--- src/rtl/fault_detect_multi.sv ---
// Multi-channel fault qualifier: synchronises raw fault inputs, applies
// polarity/mask, qualifies on a 1 us tick count, and latches or auto-recovers.
// Also reports an aggregate fault and the first channel to trip.
module fault_detect_multi #(
  parameter int unsigned CH_NUM  = 8,
  parameter int unsigned CNT_W   = 14,
  parameter int unsigned CH_ID_W = 3
) (
  input  logic                      clk,
  input  logic                      rst_n,
  input  logic                      time_1us,
  input  logic                      reset_unit,
  input  logic [CH_NUM-1:0]         clear_ch,
  input  logic [CH_NUM-1:0]         signal_in,
  input  logic [CH_NUM-1:0]         active_level,
  input  logic [CH_NUM-1:0]         mask,
  input  logic [CH_NUM-1:0]         latch_mode,
  input  logic [CH_NUM*CNT_W-1:0]   delay_tims,
  input  logic [CNT_W-1:0]          recover_tims,
  output logic [CH_NUM-1:0]         fault_out,
  output logic                      fault_any,
  output logic                      first_fault_valid,
  output logic [CH_ID_W-1:0]        first_fault_id
);

  localparam logic [CNT_W-1:0] CNT_MAX = '1;

  // tsync[0] is the first synchroniser stage, tsync[1] the second
  logic [1:0]                          tsync_q, tsync_d;
  logic [CH_NUM-1:0]                   sync1_q, sync1_d;
  logic [CH_NUM-1:0]                   sync2_q, sync2_d;
  logic [CH_NUM-1:0][CNT_W-1:0]        acnt_q, acnt_d;
  logic [CH_NUM-1:0][CNT_W-1:0]        rcnt_q, rcnt_d;
  logic [CH_NUM-1:0]                   fault_q, fault_d;
  logic                                fault_any_q, fault_any_d;
  logic                                first_fault_valid_q, first_fault_valid_d;
  logic [CH_ID_W-1:0]                  first_fault_id_q, first_fault_id_d;

  logic                                tick;
  logic [CH_NUM-1:0]                   act;
  logic [CH_NUM-1:0]                   rise;
  logic                                found;

  // Synchroniser next-state, tick on the falling edge of the synchronised timebase
  always_comb begin
    tsync_d = {tsync_q[0], time_1us};
    sync1_d = signal_in;
    sync2_d = sync1_q;
    tick    = tsync_q[1] & ~tsync_q[0];
    act     = ~(sync2_q ^ active_level) & ~mask;
  end

  // Per-channel counters and fault state, in priority order
  always_comb begin
    acnt_d  = acnt_q;
    rcnt_d  = rcnt_q;
    fault_d = fault_q;
    for (int unsigned c = 0; c < CH_NUM; c++) begin
      if (!act[c]) begin
        acnt_d[c] = '0;
      end else if (tick && (acnt_q[c] != CNT_MAX)) begin
        acnt_d[c] = acnt_q[c] + 1'b1;
      end

      if (act[c] || !fault_q[c]) begin
        rcnt_d[c] = '0;
      end else if (tick && (rcnt_q[c] != CNT_MAX)) begin
        rcnt_d[c] = rcnt_q[c] + 1'b1;
      end

      if (reset_unit || mask[c]) begin
        acnt_d[c]  = '0;
        rcnt_d[c]  = '0;
        fault_d[c] = 1'b0;
      end else if (clear_ch[c]) begin
        acnt_d[c]  = '0;
        fault_d[c] = 1'b0;
      end else if (act[c] && (acnt_q[c] >= delay_tims[c*CNT_W +: CNT_W])) begin
        fault_d[c] = 1'b1;
      end else if (!latch_mode[c] && fault_q[c] && (rcnt_q[c] >= recover_tims)) begin
        fault_d[c] = 1'b0;
      end
    end
  end

  // Aggregate fault and first-fault capture (lowest index among same-cycle risers)
  always_comb begin
    fault_any_d         = |fault_q;
    first_fault_valid_d = first_fault_valid_q;
    first_fault_id_d    = first_fault_id_q;
    rise                = fault_d & ~fault_q;
    found               = 1'b0;
    if (reset_unit) begin
      first_fault_valid_d = 1'b0;
      first_fault_id_d    = '0;
    end else if (!first_fault_valid_q && (|rise)) begin
      first_fault_valid_d = 1'b1;
      for (int unsigned c = 0; c < CH_NUM; c++) begin
        if (rise[c] && !found) begin
          first_fault_id_d = CH_ID_W'(c);
          found            = 1'b1;
        end
      end
    end
  end

  // State registers with asynchronous active-low reset
  always_ff @(posedge clk or negedge rst_n) begin
    if (!rst_n) begin
      tsync_q             <= '0;
      sync1_q             <= '0;
      sync2_q             <= '0;
      acnt_q              <= '0;
      rcnt_q              <= '0;
      fault_q             <= '0;
      fault_any_q         <= 1'b0;
      first_fault_valid_q <= 1'b0;
      first_fault_id_q    <= '0;
    end else begin
      tsync_q             <= tsync_d;
      sync1_q             <= sync1_d;
      sync2_q             <= sync2_d;
      acnt_q              <= acnt_d;
      rcnt_q              <= rcnt_d;
      fault_q             <= fault_d;
      fault_any_q         <= fault_any_d;
      first_fault_valid_q <= first_fault_valid_d;
      first_fault_id_q    <= first_fault_id_d;
    end
  end

  assign fault_out         = fault_q;
  assign fault_any         = fault_any_q;
  assign first_fault_valid = first_fault_valid_q;
  assign first_fault_id    = first_fault_id_q;

endmodule
--- config.mk ---
export PLATFORM = sky130hd
export DESIGN_NAME = fault_detect_multi
export DESIGN_NICKNAME = d
export VERILOG_FILES = /design/src/rtl/fault_detect_multi.sv
export SDC_FILE = /design/constraint.sdc
export NUM_CORES = 1
export LEC_CHECK = 0
export BUFFER_PORTS_ARGS = -buffer_cell sky130_fd_sc_hd__buf_2
export CORE_UTILIZATION = 60
export CTS_CLUSTER_SIZE = 20
export DETAILED_ROUTE_END_ITERATION = 8
export PLACE_DENSITY_LB_ADDON = 0.05
export SYNTH_ARGS = -nofsm -noshare
export SYNTH_HDL_FRONTEND = slang
export SYNTH_SLANG_ARGS = --single-unit
--- constraint.sdc ---
create_clock -name clk -period 3.13 [get_ports clk]
set_input_delay 0.939 -clock clk [delete_from_list [all_inputs] [get_ports clk]]
set_output_delay 0.939 -clock clk [all_outputs]
set_load 0.1 [all_outputs]
[After elaboration in Yosys (flattened, before gate mapping)]
Index checks and enable logic that the tools add are counted.
Operators by class
  $lt $le $gt $ge: 16
  reduce and logical (&&, ||, !) cells: 101
  shift operators: 0
  multiplexer cells: 121
  divide/modulo/power cells: 0
  equality and inequality tests: 24
  add/subtract/negate cells: 16
  bitwise logic cells: 8
  $mul: 0
Operators with widths (count)
  $mux W14: 56
  $add A14 B1 Y14 const B: 16
  $ge A14 B14 Y1: 16
  $ne A14 B14 Y1 const B: 16
  $mux W1: 55
  $logic_and A1 B1 Y1: 48
  $ne A4 B2 Y1 const B: 8
  $mux W3: 10
  $logic_not A1 Y1: 24
  $not A8 Y8: 3
  $reduce_bool A3 Y1: 8
  $and A8 B8 Y8: 2
  $logic_or A1 B1 Y1: 16
  $reduce_or A8 Y1: 2
  $reduce_bool A9 Y1: 1
  $xor A8 B8 Y8: 1
  $reduce_and A2 Y1: 1
  $reduce_bool A2 Y1: 1
  $and A1 B1 Y1: 1
  $not A1 Y1: 1
Storage, ports and cells
  input port bits: 170
  word-level logic and storage cells: 309
  memories kept: 0
  RAM bits: 0
  output and inout port bits: 13
  bits in read-only memories: 0
  bits in latches: 0
  flip-flop bits (word level): 255

[Longest topological paths before layout]
Gate-level depths: netlist of run 1.
  depth after elaboration: 47
  mapped depth: 10
  depth with buffers taken out: 10

[Least setup slack after synthesis of run 1]
No wires, ideal clock.
  path type: input -> register
  from: input port reset_unit
  to: register first_fault_id_q[0], in the netlist first_fault_id[0]
  stages: 9
  library setup time: 0.165 ns
  path buffers: 2
  data arrival time: 2.720 ns
  path slack: 0.245 ns
  data required time: 2.965 ns
  path through: buf_6 > or4_1 > buf_2 > a221o_1 > a31o_1 > o21ba_1 > o2111a_1 > a21oi_1 > o32ai_1
Between the ends
  cells in the longest elaborated chain, start to end: 41
  elaborated cells between the ends (all ways): 66
  classes of those cells: 38 x mux; 1 x bitwise; 27 x reduce/logical
Ends and longest elaborated chain
  start: declaration: RTL line 12  | input logic reset_unit,
  $logic_or A1 B1 Y1: RTL line 71  | if (reset_unit || mask[c]) begin
  $mux W1: RTL line 71
  $and A8 B8 Y8: RTL line 91  | rise = fault_d & ~fault_q;
  $mux W1: RTL line 99  | if (rise[c] && !found) begin
  $mux W1: RTL line 96  | end else if (!first_fault_valid_q && (|rise)) begin
  $mux W1: RTL line 93  | if (reset_unit) begin
  $logic_not A1 Y1: RTL line 99
  $logic_and A1 B1 Y1: RTL line 99
  [25 not listed]
  $mux W1: RTL line 99
  $mux W1: RTL line 96
  $mux W1: RTL line 93
  $logic_not A1 Y1: RTL line 99
  $logic_and A1 B1 Y1: RTL line 99
  $mux W3: RTL line 99
  $mux W3: RTL line 96
  $mux W3: RTL line 93
  end signal: assignment: RTL line 128  | first_fault_id_q <= first_fault_id_d;
  end: declaration: RTL line 37  | logic [CH_ID_W-1:0] first_fault_id_q, first_fault_id_d;
Several ways; a longest one is shown, not always the timed one. The select of a mux whose other input is x is not followed.
A chain may end at the register's enable or synchronous reset.

[Worst setup path in the final report of run 1]
  from: input port delay_tims[74]
  to: register first_fault_id_q[1], in the netlist first_fault_id[1]
Between the ends
  cells in the longest elaborated chain, start to end: 20
  elaborated cells between the ends (all ways): 27
  classes of those cells: 1 x order compare; 14 x mux; 1 x bitwise; 11 x reduce/logical
Ends and longest elaborated chain
  start: declaration: RTL line 18  | input logic [CH_NUM*CNT_W-1:0] delay_tims,
  $ge A14 B14 Y1 (*): RTL line 78  | end else if (act[c] && (acnt_q[c] >= delay_tims[c*CNT_W +: CNT_W])) begin
  $logic_and A1 B1 Y1 (*): RTL line 78
  $mux W1 (*): RTL line 78
  $mux W1 (*): RTL line 75  | end else if (clear_ch[c]) begin
  $mux W1 (*): RTL line 71
  $and A8 B8 Y8 (*): RTL line 91
  $logic_and A1 B1 Y1: RTL line 99
  $mux W1: RTL line 99
  [4 not listed]
  $mux W1: RTL line 99
  $mux W1: RTL line 96
  $mux W1: RTL line 93
  $logic_not A1 Y1: RTL line 99
  $logic_and A1 B1 Y1: RTL line 99
  $mux W3: RTL line 99
  $mux W3: RTL line 96
  $mux W3: RTL line 93
Every way passes the cells marked *; elsewhere a longest branch is shown, timed or not. The select of a mux whose other input is x is not followed.

==> results of run 1 <==
==> sequential cells by signal, summed over array words and instances, names as in the netlist <==
| signal | cells |
|---|---|
| rcnt_q | 112 |
| sync1_q | 8 |
| first_fault_valid | 1 |
| tsync_q | 2 |
| first_fault_id | 3 |
| fault_out | 8 |
| sync2_q | 8 |
| fault_any | 1 |
| acnt_q | 112 |
==> worst reg2reg max path: stages, from the launching register on <==
cell and delay, ns:
dfrtp_1 0.43, ha_1 0.32, a21oi_1 0.16, o221ai_1 0.13, a221oi_1 0.32, buf_4 0.18
o41ai_1 0.06, buf_4 0.16, o21ba_1 0.27, o2111a_1 0.28, a2bb2oi_1 0.20, a21oi_2 0.05
==> area by class of cell <==
type / count / area, sq um / area share (%)
clock buffer: 40 / 827 / 4.18
tap: 378 / 473 / 2.39
timing repair buffer: 219 / 1260 / 6.37
multi-input combinational: 1459 / 10100 / 50.9
clock inverter: 12 / 168 / 0.847
inverter: 161 / 604 / 3.05
sequential: 255 / 6380 / 32.2
==> where the power goes <==
part	total [mW]	internal [mW]	switching, mW	leakage (nW)
sequential	3.32	3.31	0.00568	3.52
clock	3.57	2.16	1.41	0.495
combinational	0.565	0.226	0.338	5.58
total	7.45	5.70	1.75	9.60
==> synthesized netlist by cell type, types with 10 or more instances <==
| cell | instances |
|---|---|
| nand2_1 | 141 |
| a21oi_1 | 103 |
| nand3_1 | 79 |
| and3_2 | 10 |
| or3_1 | 35 |
| nor4_1 | 11 |
| a21o_1 | 27 |
| nor2b_1 | 17 |
| mux2i_1 | 13 |
| o21a_1 | 11 |
| xnor2_1 | 57 |
| o21ai_0 | 78 |
| ha_1 | 240 |
| nand4_1 | 51 |
| nor2_1 | 263 |
| inv_1 | 161 |
| a211oi_1 | 10 |
| and3_1 | 32 |
| nand2b_1 | 20 |
| and4_1 | 15 |
| clkbuf_1 | 27 |
| xor2_1 | 123 |
| dfrtp_1 | 255 |
| o211ai_1 | 10 |
| nor3_1 | 24 |
==> through the flow <==
| step | hold slack, ns | std cells |
|---|---|---|
| 3_5_place_dp | 0.337 | 2472 |
| 3_3_place_gp | 0.334 | 2472 |
| 5_1_grt | 0.357 | 2524 |
| 6_report | 0.350 | 2524 |
| 2_1_floorplan | 0.331 | 1904 |
| 4_1_cts | 0.350 | 2524 |
==> cells by family (layout without fill, tap and decap cells) <==
kind of cell	after synthesis	after routing	share of synthesized area (%)
xor+xnor	180	180	9.18
mux	13	13	0.758
flops	255	255	37.2
simple gates	725	725	20.2
fa+ha+maj	240	240	17.5
compound gates	301	301	11.0
buf+inv	190	432	4.20
==> layer usage <==
metal  track usage (%)  up-vias  wire (microns)
li1                  -     7106               -
met1              36.8     6799           18000
met2              48.9      328           19500
met3              3.96      109            2080
met4              11.1        2            1460
met5                 0        -              10
==> cells in the final DEF (no fill, tap or decap), drive strengths merged, types with 51 or more instances in the layout <==
master  netlist  final
nor2        263    263
dfrtp       255    255
ha          240    240
buf           2    219
inv         161    162
nand2       141    141
xor2        123    123
a21oi       104    104
nand3        79     79
o21ai        78     78
xnor2        57     57
nand4        51     51
==> worst min-delay path by stage <==
| stage | slack [ns] | to | cells past startpoint | start |
|---|---|---|---|---|
| finish | 0.35 | sync2_q[3]$_DFF_PN0_ | 0 | sync1_q[3]$_DFF_PN0_ |
| global route | 0.36 | sync2_q[4]$_DFF_PN0_ | 0 | sync1_q[4]$_DFF_PN0_ |
| CTS | 0.35 | sync2_q[1]$_DFF_PN0_ | 0 | sync1_q[1]$_DFF_PN0_ |
| detailed placement | 0.34 | sync2_q[1]$_DFF_PN0_ | 0 | sync1_q[1]$_DFF_PN0_ |
| global placement | 0.33 | sync2_q[5]$_DFF_PN0_ | 0 | sync1_q[5]$_DFF_PN0_ |
| floorplan | 0.33 | sync2_q[0]$_DFF_PN0_ | 0 | sync1_q[0]$_DFF_PN0_ |
==> metrics.cfg, run 1 <==
[outcome]
outcome=finished, final reports clean

[timing]
finalHoldViolations=0
relSlewSlack_pct=51.2
finalCritPeriodShare_pct=87.3
finalSetupViolations=0
finalSetupTns_ns=0
rsz0062_at_grt=no
period_needed_ns=2.73
worst_slew_pin_slew_ns=0.729
drv_slew=0
finalWorstSetupSlack_ns=0.397
clock_skew_ns=0.00761
timing.fmax_mhz=366

[clocking]
cts_tree=yes
clock_sinks=255
clock_latency_ns=0.56
cts-htree-levels=1
cts_hold_buffers=0
path_clk_slew_ns=0.06
cts_setup_buffers=0
cts-root-buf=clkbuf_16
post_cts_resized=0
cts_buffer_depth=3
cts_buffers=29

[setup_path]
r2r_start=acnt_q[74]$_DFFE_PN0P_
timing.rr.end=first_fault_id[1]$_DFFE_PN0P_
worstPathCellList=buf_2, inv_1, ha_1, a21oi_1, o221ai_1, a221oi_1, buf_4, o41ai_1, buf_4, o21ba_1, o2111a_1, a2bb2oi_1, a21oi_2
crit_type=primary input to flip-flop
cp.buffers_inverters=4
cp_max_fo=3
crit_required_ns=3.57
timing.critical_path.from_type=primary input
r2r_slack_ns=0.46
crit_cells=13
crit_slowest_cell=a221oi_1
worst_path_most_repeated_cell=buf_4
critPathArrivalTime_ns=3.17
max_stage_delay_ns=0.32
crit_start=delay_tims[74]
r2r_cells=11
critPathCapture=first_fault_id[1]$_DFFE_PN0P_
crit_family=compound AO/OA/AOI/OAI gates
crit_path_end_kind=flip-flop

[run]
drv_cap=0

[floorplan]
dieArea_sq_um=29300
start_util_pct=61.5
die_height_microns=171
fp.dieW_microns=171
ios=183
rows=61
core_area_sq_um=27900

[routing]
routed_wirelength_microns=41000
wl_per_cell_microns=16.3
routed_via_density=5.68
drtIter0Drc=870
post-route-drc-count=0
ant_nets=0
vias=14300
detail_route.first_pass.iterations=6

[global_routing]
antenna_found_initial=1
grt_pass1_wl_microns=67100
grt_max_degree=75
grtUsageTotal_pct=28.6
grt_pass1_vias=14000
grt-ovfl-total=0

[cells_and_area]
syn_to_final_growth_pct=15.2
drive_gt1_share_pct=13.6
nNetsFinal=2535
fillCellCount=2238
fin_area_sq_um=19800
diodes=0
post-route-util_pct=70.8

[yosys]
synth_area_leaders=dfrtp_1 (37%), ha_1 (17%), xor2_1 (6.3%)
synthFlopType=dfrtp_1
ys_seq_area_share_pct=37.2
synth_nets=2314
synth_top_area_share_pct=37.2
postSynth.asyncResetShare_pct=100
synth.distinct_cells=63
netlist_area_sq_um=17200
synth_largest_area_cell=dfrtp_1
synth_edf_count=0
yosys_warnings=0
ys_seq_elements=255
syn_avg_cell_area_sq_um=9.02
syn_inst=1904

[place]
hpwl_microns=30800
dp_slack_ns=-0.0733
io_buffers=182
placed_cell_area_sq_um=18800
routabilityCongestion=0.849

[power_and_ir_drop]
vdd_ir_drop_max_mv=0.438
cellLeakagePower_nw=9.60
total_power_mw=7.45
powerDensity_nw_per_um2=377

[hold_path]
min_path_type=flip-flop to flip-flop

No activity file was read; power rests on OpenSTA's default activity.
==> run 2, diff against run 1 <==
Settings changed: CELL_PAD_IN_SITES_DETAIL_PLACEMENT set to 0, CELL_PAD_IN_SITES_GLOBAL_PLACEMENT set to 1, CORE_UTILIZATION 60 to 46.
==> metrics.cfg, run 2 (same netlist as run 1, synthesis figures left out) <==
[routing]
post-route-drc-count=0
wl_per_cell_microns=16.3
ant_nets=0
drtIter0Drc=539
detail_route.first_pass.iterations=4
routed_via_density=5.33
routed_wirelength_microns=42900
vias=14000

[power_and_ir_drop]
switching_share_pct=23.1
combPwrFrac_pct=7.6
p_sw_mw=1.78
p_seq_share_pct=43.1
vdd_ir_drop_max_mv=0.440
pwr-share-clk_pct=49.4
total_power_mw=7.70
p_int_mw=5.92
powerDensity_nw_per_um2=383
cellLeakagePower_nw=9.69

[floorplan]
core_area_sq_um=36700
rows=70
dieArea_sq_um=38100
die_height_microns=195
ios=183
fp.dieW_microns=195
start_util_pct=46.8

[cells_and_area]
largestRegisters=acnt_q (112), rcnt_q (112)
fillCellCount=3422
nNetsFinal=2548
syn_to_final_growth_pct=17.0
ff_latch_area_sq_um=6380
drive_gt1_share_pct=14.1
multi_input_area_sq_um=10100
mostFrequentLayoutCells=nor2_1 (263), dfrtp_1 (255), ha_1 (240), buf_2 (181), inv_1 (161)
final_common_cell=nor2_1

[clocking]
cts_tree=yes
cts-htree-levels=1
cts_buffers=31
cts_hold_buffers=0
path_clk_slew_ns=0.06
clock_latency_ns=0.56
cts_buffer_depth=3
cts-root-buf=clkbuf_16
cts_setup_buffers=0
post_cts_resized=0
clock_sinks=255

[setup_path]
crit_required_ns=3.58
critPathArrivalTime_ns=3.08
max_stage_delay_ns=0.32
worstPathCellList=buf_2, inv_1, ha_1, a21oi_1, o221ai_1, a221oi_1, buf_4, o41ai_1, buf_4, o21ba_1, o2111a_1, a2bb2oi_1, a21oi_2
cp_max_fo=3
crit_slowest_cell=a221oi_1
crit_path_end_kind=flip-flop
worst_path_most_repeated_cell=buf_4
cp.buffers_inverters=4
crit_type=primary input to flip-flop
timing.critical_path.from_type=primary input
crit_family=compound AO/OA/AOI/OAI gates

[timing]
drv_slew=0
finalSetupViolations=0
worst_slew_pin_slew_ns=0.845
whs_ns=0.330
finalSetupTns_ns=0
relSlewSlack_pct=43.4
timing.fmax_mhz=379
rsz0062_at_grt=no
finalCritPeriodShare_pct=84.2
clock_skew_ns=0.00784
finalHoldViolations=0
period_needed_ns=2.64

[place]
routabilityCongestion=0.818
io_buffers=182
hpwl_microns=32800

[global_routing]
grtUsageTotal_pct=23.0
antenna_found_initial=4
grt_max_degree=66
grt_pass1_wl_microns=70700
grt_pass1_vias=14000
grt-ovfl-total=0

[run]
drv_cap=0

[hold_path]
min_path_type=primary input to async pin

[outcome]
outcome=finished, final reports clean

==> run 2: stage by stage <==
stage	worst slack [ns]	util, %	cell area (sq um)	cells
floorplan	0.245	-	17200	1904
global placement	-0.00501	51.8	19000	2573
detailed placement	-0.0684	51.8	19000	2573
CTS	0.490	54.7	20100	2630
global route	0.366	54.8	20100	2633
finish	0.493	54.8	20100	2633
==> run 2: per-layer routing <==
| layer | global-route usage (%) | part of all wire [%] |
|---|---|---|
| met1 | 30.6 | 47 |
| met2 | 39.3 | 47 |
| met3 | 2.50 | 3.2 |
| met4 | 7.06 | 2.9 |
| met5 | 0 | 0.023 |
==> run 2: path summary, 6_finish.rpt <==
kind | start | end | slack (ns) | cells past startpoint
max | delay_tims[74] | first_fault_id[1]$_DFFE_PN0P_ | 0.49 | 13
min | rst_n | acnt_q[0]$_DFFE_PN0P_ | 0.33 | 1
max reg2reg | acnt_q[74]$_DFFE_PN0P_ | first_fault_id[1]$_DFFE_PN0P_ | 0.52 | 11
min reg2reg | sync1_q[0]$_DFF_PN0_ | sync2_q[0]$_DFF_PN0_ | 0.35 | 0
max in group asynchronous | rst_n | rcnt_q[17]$_DFFE_PN0P_ | 2.09 | 2
min in group clk | sync1_q[0]$_DFF_PN0_ | sync2_q[0]$_DFF_PN0_ | 0.35 | 0
==> run 2: final cells by class <==
class	instances	share of cell area [%]
multi-input cells	1459	50.1
flip-flops and latches	255	31.8
repair buffers	230	6.75
clock buffers	49	4.69
inverters	161	3.01
well taps	468	2.91
clock inverters	8	0.716
diodes	3	0.0374
==> run 2: power by group through the flow <==
| stage | Sequential (mW) | Combinational (mW) | Clock (mW) |
|---|---|---|---|
| 2_1_floorplan | 3.38 | 0.249 | 0 |
| 3_3_place_gp | 3.38 | 0.583 | 0 |
| 3_5_place_dp | 3.38 | 0.595 | 0 |
| 4_1_cts | 3.32 | 0.598 | 3.91 |
| 5_1_grt | 3.32 | 0.665 | 4.04 |
| 6_report | 3.32 | 0.582 | 3.80 |
==> run 3, diff against run 2 <==
Settings changed: ABC_AREA set to 1, CORE_UTILIZATION 46 to 45.
Clock period 3.13 ns to 2.65 ns, I/O delays scaled along.
==> metrics.cfg, run 3 <==
[yosys]
synth.distinct_cells=52
yosys_warnings=0
yosys-top-cells-count=inv_1 (481), nand2_1 (449), dfrtp_1 (255)
synth_most_common_cell=inv_1
synth_area_leaders=dfrtp_1 (34%), ha_1 (16%), inv_1 (9.6%)
syn_avg_cell_area_sq_um=7.44
ys_seq_area_share_pct=33.9
synth_largest_area_cell=dfrtp_1
syn_inst=2533
synthFlopType=dfrtp_1
postSynth.asyncResetShare_pct=100
ys_seq_elements=255
synth_nets=2943
synth_edf_count=0
netlist_area_sq_um=18800
synth_top_area_share_pct=33.9

[cells_and_area]
drive_gt1_share_pct=13.1
diodes=0
final_common_cell=inv_1
largestRegisters=acnt_q (112), rcnt_q (112)
ff_latch_area_sq_um=6380
nNetsFinal=3226
fillCellCount=4015
syn_to_final_growth_pct=17.5
final_cells=3370
mostFrequentLayoutCells=inv_1 (481), nand2_1 (449), dfrtp_1 (255), nor2_1 (248), ha_1 (240)
multi_input_area_sq_um=10500

[floorplan]
start_util_pct=45.9
ios=183
die_height_microns=207
rows=74
dieArea_sq_um=42700
fp.dieW_microns=207
core_area_sq_um=41000

[place]
routabilityCongestion=0.870
hpwl_microns=40600
dp_cells=3312
io_buffers=182

[global_routing]
antenna_found_initial=0
grt-ovfl-total=0
grt_pass1_wl_microns=83300
grtUsageTotal_pct=24.5
grt_max_degree=55
grt_pass1_vias=16700

[routing]
ant_nets=0
wl_per_cell_microns=15.2
routed_via_density=5.24
routed_wirelength_microns=51300
drtIter0Drc=1050
vias=17600
detail_route.first_pass.iterations=7
post-route-drc-count=6

[timing]
relSlewSlack_pct=64.6
finalHoldViolations=0
drv_slew=0
clock_skew_ns=0.0209
period_needed_ns=2.45
finalCritPeriodShare_pct=92.6
worst_slew_pin_slew_ns=0.534
rsz0062_at_grt=no
finalSetupViolations=0
timing.fmax_mhz=408

[clocking]
cts_hold_buffers=0
cts_buffer_depth=3
clock_sinks=255
post_cts_resized=0
cts-htree-levels=2
cts_buffers=34
path_clk_slew_ns=0.06
clock_latency_ns=0.54
cts_tree=yes
cts-root-buf=clkbuf_16
cts_setup_buffers=0

[power_and_ir_drop]
p_sw_mw=2.36
total_power_mw=9.33
p_int_mw=6.97
cellLeakagePower_nw=10.8
pwr-share-clk_pct=49.4
p_seq_share_pct=42.0
switching_share_pct=25.3
vdd_ir_drop_max_mv=0.348
combPwrFrac_pct=8.6
powerDensity_nw_per_um2=422

[setup_path]
worstPathCellList=ha_1, nand2_1, inv_1, nand2_1, nand2_1, a21oi_1, nand3_1, nand4_1, nand2_1, nor2_1, nand2_1, nand2_1, nand2_1, nand2_1, nand2_1
timing.critical_path.from_type=flip-flop
cp_max_fo=5
crit_required_ns=3.08
r2r_start=acnt_q[23]$_DFFE_PN0P_
crit_path_end_kind=flip-flop
r2r_cells=15
worst_path_most_repeated_cell=nand2_1
max_stage_delay_ns=0.45
r2r_slack_ns=0.20
timing.rr.end=first_fault_id[1]$_DFFE_PN0P_
crit_type=flip-flop to flip-flop
critPathArrivalTime_ns=2.88
cp.buffers_inverters=1
crit_slowest_cell=dfrtp_1
crit_family=simple AND/OR/NAND/NOR gates

[outcome]
outcome=complete, but fails checks
violations=DRC

[hold_path]
min_path_type=primary input to async pin

[run]
drv_cap=0

==> run 3: cell types whose count changed in the layout (fill, tap and decap cells not counted), sizes merged, moves of 41 or more <==
cell / delta
nand2: +320
nand3: +41
nor3: +48
inv: +331
xor2: -116
o21ai: +90
xnor2: -48
a21oi: +97
==> run 3: final cells by class <==
class                      instances  area share, %
timing repair buffer             259           7.17
multi-input combinational       1772           47.6
clock inverter                    12          0.413
tap                              532           3.01
clock buffer                      46           4.56
sequential                       255           28.8
inverter                         494           8.38
==> run 3: layer usage <==
layer  up-vias  GRT usage (%)  part of all wire (%)
li1       9015              -                     -
met3        66           3.36                   4.7
met5         -              0                     0
met4         0           7.04                   2.0
met1      8175           33.4                    47
met2       387           40.4                    46
==> run 3: worst max-delay path by stage <==
| stage | from | to | slack [ns] | depth (start not counted) |
|---|---|---|---|---|
| floorplan | delay_tims[81] | first_fault_id[0]$_DFFE_PN0P_ | 0.31 | 16 |
| global placement | delay_tims[27] | first_fault_id[2]$_DFFE_PN0P_ | -0.19 | 17 |
| detailed placement | delay_tims[23] | first_fault_id[1]$_DFFE_PN0P_ | -0.28 | 17 |
| CTS | acnt_q[23]$_DFFE_PN0P_ | first_fault_id[1]$_DFFE_PN0P_ | 0.19 | 15 |
| global route | acnt_q[23]$_DFFE_PN0P_ | first_fault_id[1]$_DFFE_PN0P_ | 0.01 | 15 |
| finish | acnt_q[23]$_DFFE_PN0P_ | first_fault_id[1]$_DFFE_PN0P_ | 0.20 | 15 |
==> run 3: per-stage QoR <==
stage	setup TNS (ns)	instance area, sq um	setup slack [ns]	util, %	hold slack (ns)
finish	0	22100	0.197	54.0	0.209
floorplan	0	18800	0.312	-	0.331
CTS	0	22100	0.189	54.0	0.193
global route	0	22100	0.0111	54.0	0.224
detailed placement	-1.41	21000	-0.281	51.3	0.335
global placement	-0.810	21000	-0.189	51.3	0.336
==> run 3: power groups by stage <==
stage | sequential (mW) | clock, mW | combinational (mW)
final | 3.92 | 4.61 | 0.806
after global routing | 3.92 | 4.84 | 0.921
after CTS | 3.92 | 4.72 | 0.820
after global placement | 3.99 | 0 | 0.798
after detailed placement | 3.99 | 0 | 0.816
after floorplan | 3.99 | 0 | 0.376
==> run 3: cells by family (layout without fill, tap and decap cells) <==
| family | Yosys count | in the layout | share of synthesized area (%) |
|---|---|---|---|
| buffers and inverters | 506 | 811 | 10.2 |
| XOR/XNOR | 16 | 16 | 0.744 |
| adder cells (fa/ha/maj) | 240 | 240 | 15.9 |
| AND/OR/NAND/NOR | 1002 | 1002 | 23.2 |
| AO/OA/AOI/OAI | 514 | 514 | 16.1 |
| flip-flops | 255 | 255 | 33.9 |
